--- config.mk ---
export PLATFORM = sky130hd
export DESIGN_NAME = amp_limit_ctrl
export DESIGN_NICKNAME = d
export VERILOG_FILES = /design/src/rtl/amp_ctrl_pkg.sv /design/src/rtl/amp_peak_win.sv /design/src/rtl/amp_limit_ctrl.sv
export SDC_FILE = /design/constraint.sdc
export NUM_CORES = 1
export LEC_CHECK = 0
export ABC_AREA = 1
export BUFFER_PORTS_ARGS = -buffer_cell sky130_fd_sc_hd__buf_4
export CORE_UTILIZATION = 56
export DETAILED_ROUTE_END_ITERATION = 10
export GPL_TIMING_DRIVEN = 0
export MAX_ROUTING_LAYER = met4
export PLACE_DENSITY = 0.79
export SYNTH_ARGS = -nofsm -noshare
export SYNTH_HDL_FRONTEND = slang
export SYNTH_SLANG_ARGS = --single-unit
--- constraint.sdc ---
create_clock -name clk -period 6.85 [get_ports clk]
set_input_delay 1.0275 -clock clk [delete_from_list [all_inputs] [get_ports clk]]
set_output_delay 1.0275 -clock clk [all_outputs]
set_load 0.01 [all_outputs]
--- src/rtl/amp_ctrl_pkg.sv ---
// Shared constants and types for the amplitude limit controller.
package amp_ctrl_pkg;

   localparam int unsigned AMP_W  = 16;
   localparam int unsigned AMP_XW = AMP_W + 1;
   localparam int unsigned ST_W   = 2;
   localparam int unsigned GAIN_W = 2;

   localparam logic [ST_W-1:0] ST_IDLE    = 2'd0;
   localparam logic [ST_W-1:0] ST_MEASURE = 2'd1;
   localparam logic [ST_W-1:0] ST_DECIDE  = 2'd2;
   localparam logic [ST_W-1:0] ST_APPLY   = 2'd3;

   localparam logic [GAIN_W-1:0] GAIN_STEADY  = 2'd0;
   localparam logic [GAIN_W-1:0] GAIN_ATTACK  = 2'd1;
   localparam logic [GAIN_W-1:0] GAIN_RELEASE = 2'd2;

   localparam int unsigned DEF_WIN_LEN    = 64;
   localparam int unsigned DEF_HIGH_LEVEL = 30000;
   localparam int unsigned DEF_LOW_LEVEL  = 12000;
   localparam int unsigned DEF_MAX_THRESH = 32767;
   localparam int unsigned DEF_MIN_THRESH = 4096;
   localparam int unsigned DEF_ATK_SHIFT  = 3;
   localparam int unsigned DEF_RLS_STEP   = 256;
   localparam int unsigned DEF_HOLD_WIN   = 4;

   // Pending threshold decision carried from DECIDE into APPLY.
   typedef struct packed {
      logic [GAIN_W-1:0] gain;
      logic [AMP_W-1:0]  thresh;
   } decision_t;

   function automatic logic [AMP_W-1:0] amp_max(input logic [AMP_W-1:0] a,
                                                input logic [AMP_W-1:0] b);
      return (a > b) ? a : b;
   endfunction

endpackage

--- src/rtl/amp_peak_win.sv ---
// Valid-qualified windowed peak detector; strobes o_win_end_c on the window-closing sample.
module amp_peak_win
   import amp_ctrl_pkg::*;
#(
   parameter int unsigned WIN_LEN = DEF_WIN_LEN
) (
   input  logic             clk,
   input  logic             rst,
   input  logic             i_run,
   input  logic             i_valid,
   input  logic [AMP_W-1:0] i_amp,
   output logic [AMP_W-1:0] o_peak,
   output logic             o_win_end_c
);

   localparam int unsigned CNT_W = $clog2(WIN_LEN);

   logic [CNT_W-1:0] r_cnt;
   logic [AMP_W-1:0] r_run_peak;
   logic [AMP_W-1:0] w_peak;

   assign w_peak      = amp_max(r_run_peak, i_amp);
   assign o_win_end_c = i_run & i_valid & (r_cnt == CNT_W'(WIN_LEN - 1));

   // Window close publishes the peak and restarts the count in the same edge.
   always_ff @(posedge clk or posedge rst) begin
      if (rst) begin
         r_cnt      <= '0;
         r_run_peak <= '0;
         o_peak     <= '0;
      end else if (!i_run) begin
         r_cnt      <= '0;
         r_run_peak <= '0;
      end else if (i_valid) begin
         if (o_win_end_c) begin
            o_peak     <= w_peak;
            r_cnt      <= '0;
            r_run_peak <= '0;
         end else begin
            r_cnt      <= r_cnt + CNT_W'(1);
            r_run_peak <= w_peak;
         end
      end
   end

endmodule

--- src/rtl/amp_limit_ctrl.sv ---
// Attack/release threshold scheduler driving the amp_limiter threshold from windowed peaks.
module amp_limit_ctrl
   import amp_ctrl_pkg::*;
#(
   parameter int unsigned WIN_LEN    = DEF_WIN_LEN,
   parameter int unsigned HIGH_LEVEL = DEF_HIGH_LEVEL,
   parameter int unsigned LOW_LEVEL  = DEF_LOW_LEVEL,
   parameter int unsigned MAX_THRESH = DEF_MAX_THRESH,
   parameter int unsigned MIN_THRESH = DEF_MIN_THRESH,
   parameter int unsigned ATK_SHIFT  = DEF_ATK_SHIFT,
   parameter int unsigned RLS_STEP   = DEF_RLS_STEP,
   parameter int unsigned HOLD_WIN   = DEF_HOLD_WIN
) (
   input  logic              clk,
   input  logic              rst,
   input  logic              enable,
   input  logic              valid,
   input  logic [AMP_W-1:0]  amplitude,
   output logic [AMP_W-1:0]  limit_thresh,
   output logic              thresh_update,
   output logic [AMP_W-1:0]  peak_out,
   output logic [GAIN_W-1:0] gain_state
);

   localparam int unsigned HOLD_W = $clog2(HOLD_WIN + 1);

   localparam logic [AMP_W-1:0]  C_HIGH  = AMP_W'(HIGH_LEVEL);
   localparam logic [AMP_W-1:0]  C_LOW   = AMP_W'(LOW_LEVEL);
   localparam logic [AMP_W-1:0]  C_MAX   = AMP_W'(MAX_THRESH);
   localparam logic [AMP_W-1:0]  C_MIN   = AMP_W'(MIN_THRESH);
   localparam logic [AMP_XW-1:0] C_MAX_X = AMP_XW'(MAX_THRESH);

   logic [ST_W-1:0]   r_state;
   logic [ST_W-1:0]   w_state_nxt;
   decision_t         r_dec;
   decision_t         w_dec_nxt;
   logic [HOLD_W-1:0] r_hold;
   logic [HOLD_W-1:0] w_hold_nxt;
   logic [AMP_W-1:0]  w_thresh_nxt;
   logic              w_upd_nxt;
   logic [GAIN_W-1:0] w_gain_nxt;
   logic [AMP_W-1:0]  w_atk;
   logic [AMP_XW-1:0] w_rls;
   logic              w_run;
   logic              w_win_end;

   assign w_run = enable & (r_state != ST_IDLE);
   assign w_atk = limit_thresh - (limit_thresh >> ATK_SHIFT);
   assign w_rls = {1'b0, limit_thresh} + AMP_XW'(RLS_STEP);

   amp_peak_win #(
      .WIN_LEN     (WIN_LEN)
   ) u_peak_win (
      .clk         (clk),
      .rst         (rst),
      .i_run       (w_run),
      .i_valid     (valid),
      .i_amp       (amplitude),
      .o_peak      (peak_out),
      .o_win_end_c (w_win_end)
   );

   always_ff @(posedge clk or posedge rst) begin
      if (rst) begin
         r_state       <= ST_IDLE;
         r_dec         <= '0;
         r_hold        <= '0;
         limit_thresh  <= C_MAX;
         thresh_update <= 1'b0;
         gain_state    <= GAIN_STEADY;
      end else begin
         r_state       <= w_state_nxt;
         r_dec         <= w_dec_nxt;
         r_hold        <= w_hold_nxt;
         limit_thresh  <= w_thresh_nxt;
         thresh_update <= w_upd_nxt;
         gain_state    <= w_gain_nxt;
      end
   end

   always_comb begin
      w_state_nxt  = r_state;
      w_dec_nxt    = r_dec;
      w_hold_nxt   = r_hold;
      w_thresh_nxt = limit_thresh;
      w_upd_nxt    = 1'b0;
      w_gain_nxt   = gain_state;
      case (r_state)
         ST_IDLE: begin
            w_hold_nxt = '0;
            if (enable) w_state_nxt = ST_MEASURE;
         end
         ST_MEASURE: begin
            if (!enable) begin
               w_state_nxt = ST_IDLE;
               w_hold_nxt  = '0;
            end else if (w_win_end) begin
               w_state_nxt = ST_DECIDE;
            end
         end
         ST_DECIDE: begin
            if (!enable) begin
               w_state_nxt = ST_IDLE;
               w_hold_nxt  = '0;
            end else begin
               w_state_nxt = ST_APPLY;
               w_dec_nxt   = '{gain: GAIN_STEADY, thresh: limit_thresh};
               w_hold_nxt  = '0;
               if (peak_out > C_HIGH) begin
                  w_dec_nxt.gain   = GAIN_ATTACK;
                  w_dec_nxt.thresh = (w_atk < C_MIN) ? C_MIN : w_atk;
               end else if (peak_out < C_LOW) begin
                  // Quiet windows accumulate; only the HOLD_WIN-th one releases.
                  if (r_hold == HOLD_W'(HOLD_WIN - 1)) begin
                     w_dec_nxt.gain   = GAIN_RELEASE;
                     w_dec_nxt.thresh = (w_rls > C_MAX_X) ? C_MAX : w_rls[AMP_W-1:0];
                  end else begin
                     w_hold_nxt = r_hold + HOLD_W'(1);
                  end
               end
            end
         end
         ST_APPLY: begin
            w_thresh_nxt = r_dec.thresh;
            w_upd_nxt    = (r_dec.thresh != limit_thresh);
            w_gain_nxt   = r_dec.gain;
            if (enable) begin
               w_state_nxt = ST_MEASURE;
            end else begin
               w_state_nxt = ST_IDLE;
               w_hold_nxt  = '0;
            end
         end
         default: w_state_nxt = ST_IDLE;
      endcase
   end

endmodule

==> run_results.csv, run 1 <==
group,metric,value,unit
power,p_comb_share,7.1,%
logic_synthesis,syn_area,5782,um2
clocking,clock_sinks,80,
floorplanning,initial_utilization,58.35,%
grt,overflow,0,
clocking,path_clk_slew,0.09,ns
grt,grt_start_max_net_pins,60,
floorplanning,die-area,10740,um2
power,irDropWorstVdd,0.1009,mV
placement,post-dp-hpwl,11.61,mm
hold_path,worstHoldStart,"r_dec[17]",
power,power_frac_seq,55.3,%
power,p_int,0.0006417,W
sta,final-setup-viol-count,0,
cells_and_area,area_growth,13.44,%
worst_setup_path,r2r_end,"r_dec[6]",
clocking,cts_max_path_buffers,2,
power,p_sw_share,26.10,%
clocking,root_buffer,"clkbuf_8",
sta,slew_violations,0,
logic_synthesis,synth_top_area_share,28.13,%
hold_path,hold_path.class,"flop to flop",
floorplanning,die_y,103.6,um
power,clock_power_share,37.6,%
worst_setup_path,path_max_fanout,10,
floorplanning,die_w,103.6,um
logic_synthesis,synth_area_per_cell,7.060,um2
clocking,cts_setup_buffers,0,
clocking,clock_insertion_delay_worst_skew,0.36,ns
logic_synthesis,yosysWarnings,0,
hold_path,hold_depth,2,
power,leakage,3.550,nW
sta,worstMarginPinSlew,0.5580,ns
sta,period_share,38.31,%
sta,rsz0062_at_grt,"no",
clocking,cts_resized,0,
logic_synthesis,ys_ff_latch,80,
sta,worst_slack,4.226,ns
detailed_routing,drc,0,
worst_setup_path,arrival,2.88,ns
logic_synthesis,yosys.area.top_type,"dfrtp_1",
grt,antenna_found_initial,0,
floorplanning,io-pin-count,55,
logic_synthesis,synth_area_leaders,"dfrtp_1 28%, nand2_1 16%, inv_1 7.6%, nand3_1 7.2%, ha_1 7.1%",
logic_synthesis,synth_edf_count,0,
worst_setup_path,critPathLaunchType,"flop",
clocking,hold_buffers,0,
sta,fmax,381.0,MHz
sta,maxSlewHeadroom,62.80,%
cells_and_area,fin_area,6559,um2
worst_setup_path,reg2reg_depth,16,
logic_synthesis,async_flop_share,100.0,%
hold_path,min_to,"r_dec[17]",
floorplanning,fp-row-count,36,
detailed_routing,drtIter0Drc,324,
cells_and_area,fillCellCount,886,
placement,place_ws,3.924,ns
detailed_routing,vias,5643,
sta,finalHoldWorstSlack,0.4909,ns
grt,grt_pass1_wl,25.55,mm
cells_and_area,antenna_cells,0,
detailed_routing,wl_per_cell,15.09,um
worst_setup_path,endpoint_kind,"flop",
grt,grt_pass1_vias,5356,
detailed_routing,wl,15.44,mm
worst_setup_path,required,7.11,ns
sta,period_needed,2.624,ns
sta,fin_skew,0.01364,ns
logic_synthesis,syn_nets,873,
outcome,status,"finished clean",
logic_synthesis,netlist-cell-type-count,47,
placement,gp_congestion,0.9331,
logic_synthesis,synthFlopType,"dfrtp_1",
grt,grtUsageTotal,30.59,%
placement,port_buffers,54,
worst_setup_path,worstSetupPathType,"flop to flop",
run,maxCapViolations,0,
placement,placed_area,6384,um2
clocking,cts_tree,"built",
detailed_routing,ant_nets,0,
power,powerDensity,132.4,nW/um2
sta,setup_tns,0,ns
cells_and_area,drive_above_1_share,18.99,%
power,p_sw,0.0002267,W
logic_synthesis,synthCells,819,
detailed_routing,via_per_inst,5.516,
logic_synthesis,synth_seq_area_share,34.95,%
clocking,h-tree-depth,3,
worst_setup_path,rrSetupSlack,4.23,ns
floorplanning,coreArea,9910,um2
cells_and_area,nets,939,
detailed_routing,first_pass_iters,5,
clocking,cts_inserted_buffers,9,
sta,hold_violations,0,
worst_setup_path,reg2reg_from,"limit_thresh[3]",
per-stage QoR:
stage | cells | power, W | utilization, %
5_1_grt | 1023 | 0.0009047 | 66.19
4_1_cts | 1023 | 0.0008723 | 66.19
2_1_floorplan | 819 | 0.0005274 | -
3_3_place_gp | 1006 | 0.0005460 | 64.12
3_5_place_dp | 1007 | 0.0005510 | 64.42
6_report | 1023 | 0.0008684 | 66.19
layer usage:
layer  vias to the layer above  routed length, um  global-route usage, %
met3                        40               1093                  4.028
met1                      2621               6317                  37.39
li1                       2743                  -                      -
met2                       239               7562                  51.25
met5                         -                  0                      -
met4                         0                465                  12.42
flip-flops by register name (all words and copies together), names as in the netlist:
name                   flops
r_dec                     18
limit_thresh              16
u_peak_win.o_peak         16
u_peak_win.r_run_peak     16
u_peak_win.r_cnt           6
r_hold                     3
gain_state                 2
r_state                    2
thresh_update              1
Yosys cell counts (2+ instances only):
library cell / n
nor3_1: 3
nor3_2: 2
nor2_1: 58
o21ai_0: 29
inv_1: 117
o22ai_1: 5
ha_1: 33
buf_2: 6
nand2_4: 2
xnor2_1: 6
dfrtp_1: 65
nand2_2: 22
nand2_1: 251
nand4_1: 8
a21oi_1: 22
a21boi_0: 2
nor2_4: 3
o2111ai_1: 2
dfstp_2: 15
mux2_2: 2
buf_4: 2
a21oi_2: 12
or2_2: 3
xor2_1: 8
o21ai_1: 2
nand3_2: 12
nor2_2: 3
buf_6: 2
nor4_1: 4
o211ai_1: 2
clkbuf_1: 8
a21o_1: 2
nand3_1: 83
inv_2: 9
a31oi_1: 2
worst max-delay path, cell delays in order, from the launching register on:
cell and delay [ns]:
dfstp_2 0.64, ha_1 0.22, inv_1 0.09, fa_1 0.42
nand2_2 0.10, nand2_1 0.06, nand3b_1 0.10, nand2_2 0.09
nand2_2 0.09, nand2_1 0.06, nand2_1 0.07, nand2_2 0.09
nor2_4 0.13, nand2_4 0.08, buf_12 0.15, nand3_2 0.08
a21oi_2 0.05
cell type report:
cell class | instances | area (um2) | share of cell area (%)
clock inverters | 4 | 30.03 | 0.4578
inverters | 127 | 479.2 | 7.306
multi-input cells | 591 | 3154 | 48.09
flip-flops and latches | 80 | 2021 | 30.81
repair buffers | 55 | 432.9 | 6.601
plain buffers | 21 | 130.1 | 1.984
well taps | 133 | 166.4 | 2.537
clock buffers | 12 | 145.1 | 2.213
cell usage in the layout (no fill, tap or decap), drive strengths merged:
master,instances
or2,3
o22ai,5
clkinvlp,1
o211ai,2
fa,1
o21ai,31
xor2,8
nand2,275
nand3b,1
o31ai,1
ha,33
buf,66
o41ai,1
nor4,4
xnor2,6
nor2,64
a31oi,2
nand4,8
a21oi,34
inv,126
clkinv,4
clkbuf,22
a211oi,1
nand3,95
a21boi,2
a32o,1
dfstp,15
dfrtp,65
nor3,5
o2111ai,2
o221ai,1
a21o,2
nor3b,1
mux2,2
cells by family after synthesis:
group / share of synthesized area (%)
DFF: 34.95
muxes: 0.3895
and+or+nand+nor: 35.58
AOI/OAI and AO/OA: 8.981
xor gates and xnor gates: 2.121
buffers and inverters: 10.50
adders and majority gates: 7.488
worst max-delay path by stage:
stage	start	end	slack (ns)	cells after the start
detailed placement	amplitude[15]	u_peak_win.o_peak[1]	3.92	13
CTS	limit_thresh[3]	r_dec[6]	4.25	16
floorplan	rst	gain_state[0]	3.80	1
global route	amplitude[15]	u_peak_win.o_peak[1]	4.06	13
finish	limit_thresh[3]	r_dec[6]	4.23	16
global placement	rst	u_peak_win.r_run_peak[1]	2.77	2
power by group through the flow:
stage	clock (W)	combinational, W	sequential, W
after floorplan	0	0.0000394	0.000488
final	0.000327	0.0000616	0.000480
after global placement	0	0.0000573	0.000489
after CTS	0.000330	0.0000622	0.000480
after detailed placement	0	0.0000622	0.000489
after global routing	0.000353	0.0000708	0.000480
No activity file was read; power rests on OpenSTA's default activity.
==> run 2, diff against run 1 <==
--- a/config.mk
+++ b/config.mk
@@ -5,13 +5,13 @@
 export SDC_FILE = /design/constraint.sdc
 export NUM_CORES = 1
 export LEC_CHECK = 0
-export ABC_AREA = 1
+export ABC_AREA = 0
 export BUFFER_PORTS_ARGS = -buffer_cell sky130_fd_sc_hd__buf_4
-export CORE_UTILIZATION = 56
+export CORE_UTILIZATION = 54
 export DETAILED_ROUTE_END_ITERATION = 10
 export GPL_TIMING_DRIVEN = 0
 export MAX_ROUTING_LAYER = met4
-export PLACE_DENSITY = 0.79
+export PLACE_DENSITY = 0.8
 export SYNTH_ARGS = -nofsm -noshare
 export SYNTH_HDL_FRONTEND = slang
 export SYNTH_SLANG_ARGS = --single-unit
==> constraint.sdc (replaced) <==
create_clock -name clk -period 2.4 [get_ports clk]
set_input_delay 0.36 -clock clk [delete_from_list [all_inputs] [get_ports clk]]
set_output_delay 0.36 -clock clk [all_outputs]
set_load 0.01 [all_outputs]
==> run_results.csv, run 2 <==
group,metric,value,unit
logic_synthesis,synth.most_common_cell,"dfrtp_1",
logic_synthesis,syn_area,5299,um2
cells_and_area,nets,754,
sta,period_needed,2.853,ns
worst_setup_path,cp_cell_sequence,"buf_8, inv_1, ha_4, nand4_1, buf_4, nor4_4, or2_4, o211ai_1, nor3_2, a21boi_4, a2111o_1",
detailed_routing,wl_per_cell,20.92,um
clocking,clock_sinks,80,
clocking,h-tree-depth,3,
sta,maxSlewHeadroom,48.94,%
hold_path,hold_path.class,"primary input to flop",
cells_and_area,final_common_cell,"buf_4",
worst_setup_path,path_max_fanout,7,
cells_and_area,instances_no_fill,834,
clocking,path_clk_slew,0.09,ns
grt,grt_start_max_net_pins,68,
sta,fin_skew,0.01135,ns
power,leakage,3.235,nW
logic_synthesis,synth_area_leaders,"dfrtp_1 31%, ha_1 7.8%, dfstp_2 7.4%, xnor2_1 4.5%, mux2_2 4.3%",
floorplanning,io-pin-count,55,
floorplanning,die-area,10210,um2
power,clock_power_share,27.8,%
placement,dp_cells,744,
logic_synthesis,netlist-cell-type-count,72,
clocking,clock_insertion_delay_worst_skew,0.36,ns
floorplanning,initial_utilization,56.54,%
logic_synthesis,ys_ff_latch,80,
sta,final-setup-viol-count,48,
run,maxCapViolations,0,
clocking,root_buffer,"clkbuf_8",
detailed_routing,met2WireLength,8.728,mm
logic_synthesis,async_flop_share,100.0,%
cells_and_area,antenna_cells,0,
power,power_frac_seq,42.5,%
worst_setup_path,critPathMaxStageDelay,0.56,ns
detailed_routing,drtIter0Drc,403,
power,p_sw_share,31.60,%
worst_setup_path,r2r_end,"r_dec[10]",
sta,period_share,118.9,%
sta,slew_violations,0,
power,irDropWorstVdd,0.3587,mV
sta,fmax,350.5,MHz
logic_synthesis,synth_common_cells,"65 x dfrtp_1, 41 x nor2_1, 40 x nand2_1, 38 x inv_1, 37 x o21ai_0",
floorplanning,coreArea,9371,um2
sta,setup_tns,-13.15,ns
grt,grtUsageTotal,33.51,%
sta,hold_violations,0,
detailed_routing,vias,5257,
sta,worstMarginPinSlew,0.7631,ns
hold_path,worstHoldStart,"amplitude[7]",
detailed_routing,top_layer,"met4",
logic_synthesis,synth_edf_count,0,
clocking,cts_max_path_buffers,2,
logic_synthesis,yosys.area.top_type,"dfrtp_1",
power,powerDensity,457.0,nW/um2
worst_setup_path,critPathLaunchType,"flop",
grt,grt_pass1_vias,5009,
logic_synthesis,synth_area_per_cell,9.445,um2
logic_synthesis,synthFlopType,"dfrtp_1",
power,p_sw,0.001081,W
detailed_routing,wl_met1,6.901,mm
floorplanning,fp-row-count,35,
worst_setup_path,reg2reg_from,"limit_thresh[12]",
floorplanning,die_w,101.1,um
worst_setup_path,rrSetupSlack,-0.45,ns
sta,worst_slack,-0.4527,ns
sta,rsz0062_at_grt,"yes",
clocking,cts_inserted_buffers,9,
placement,gp_congestion,0.9226,
power,p_comb_share,29.7,%
worst_setup_path,endpoint_kind,"flop",
worst_setup_path,reg2reg_depth,11,
cells_and_area,multiInputGateArea,3651,um2
logic_synthesis,synth_top_area_share,30.70,%
logic_synthesis,synth_seq_area_share,38.13,%
worst_setup_path,arrival,3.08,ns
placement,post-dp-hpwl,9.892,mm
outcome,violations,"setup timing",
placement,placed_area,5989,um2
detailed_routing,drc,0,
hold_path,min_to,"u_peak_win.r_run_peak[7]",
detailed_routing,wl,17.45,mm
outcome,status,"complete, but fails checks",
logic_synthesis,yosysWarnings,0,
power,finalPower,0.003421,W
clocking,cts_tree,"built",
worst_setup_path,worstSetupPathType,"flop to flop",
detailed_routing,first_pass_iters,7,
cells_and_area,regArea,2024,um2
cells_and_area,fin_area,7486,um2
grt,overflow,0,
cells_and_area,final_cell_mix,"116 x buf_4, 65 x dfrtp_1, 39 x nor2_1, 39 x nand2_1, 31 x inv_1",
grt,grt_pass1_wl,25.29,mm
worst_setup_path,required,2.63,ns
power,p_int,0.002340,W
worst_setup_path,cpMaxStageDelayCell,"dfstp_2",
hold_path,hold_depth,2,
floorplanning,die_y,101.1,um
cells_and_area,area_growth,41.28,%
placement,port_buffers,53,
detailed_routing,via_per_inst,6.303,
logic_synthesis,synthCells,561,
logic_synthesis,syn_nets,615,
grt,antenna_found_initial,0,
detailed_routing,ant_nets,0,
cells_and_area,fillCellCount,533,
cells_and_area,largest_reg_flops,18,
cells_and_area,drive_above_1_share,40.99,%
cells_and_area,top_register,"r_dec",
detailed_routing,wl_met3,1.304,mm
==> run 2: cell families after synthesis <==
| family | Yosys count | synth area share [%] |
|---|---|---|
| buffers and inverters | 63 | 5.242 |
| multiplexers | 39 | 7.839 |
| adder cells (fa/ha/maj) | 34 | 8.170 |
| flip-flops | 80 | 38.13 |
| AND/OR/NAND/NOR | 163 | 15.14 |
| AO/OA/AOI/OAI | 150 | 20.19 |
| XOR/XNOR | 32 | 5.289 |
==> run 2: worst max path at each step <==
| stage | startpoint | endpoint | slack [ns] | cells after the start |
|---|---|---|---|---|
| after global placement | rst | u_peak_win.o_peak[2] | -0.93 | 2 |
| after floorplan | limit_thresh[13] | r_dec[10] | -0.43 | 11 |
| final | limit_thresh[12] | r_dec[10] | -0.45 | 11 |
| after global routing | limit_thresh[11] | r_dec[10] | -0.56 | 10 |
| after CTS | limit_thresh[14] | r_dec[10] | -0.43 | 10 |
| after detailed placement | limit_thresh[14] | r_dec[10] | -0.91 | 11 |
==> run 2: through the flow <==
step           utilization [%]  hold WS [ns]  setup slack, ns
2_1_floorplan                -        0.4460          -0.4281
6_report                 79.88        0.2388          -0.4527
3_5_place_dp             63.91        0.3025          -0.9080
4_1_cts                  74.62        0.2294          -0.4346
5_1_grt                  79.88        0.2322          -0.5608
3_3_place_gp             63.59        0.4670          -0.9340
==> run 2: what timing repair did <==
item / in CTS / in global routing
setup endpoints to repair: 48 / 48
resized for setup: 76 / 67
cloned: 1 / 1
pin swaps: 45 / 23
hold buffers: 1 / 0
hold endpoints to repair: 13 / 0
buffers inserted: 48 / 27
==> run 2: worst max-delay path, delay by kind of cell, from the launching register on <==
kind	cells	cell delay, ns
AND/OR/NAND/NOR	4	0.80
AO/OA/AOI/OAI	3	0.68
flip-flops	1	0.56
buffers and inverters	3	0.39
adder cells (fa/ha/maj)	1	0.30
==> run 2: layout make-up <==
class	count	area share [%]
Multi-Input combinational cell	418	48.77
Tap cell	129	2.156
Timing Repair Buffer	131	14.79
Inverter	38	1.989
Clock buffer	13	2.123
Clock inverter	3	0.3343
Buffer	22	2.791
Sequential cell	80	27.04
==> run 2: layer usage <==
layer,vias to the layer above,global-route usage [%]
met5,-,-
met4,0,10.59
met3,55,5.340
met2,303,54.84
met1,2567,42.69
li1,2332,-
==> run 2: power groups by stage <==
stage	clock network (W)	logic (W)	registers [W]
after floorplan	0	0.000457	0.00148
after global placement	0	0.000613	0.00148
after detailed placement	0	0.000636	0.00149
after CTS	0.000954	0.000841	0.00145
after global routing	0.00100	0.00108	0.00146
final	0.000952	0.00102	0.00145
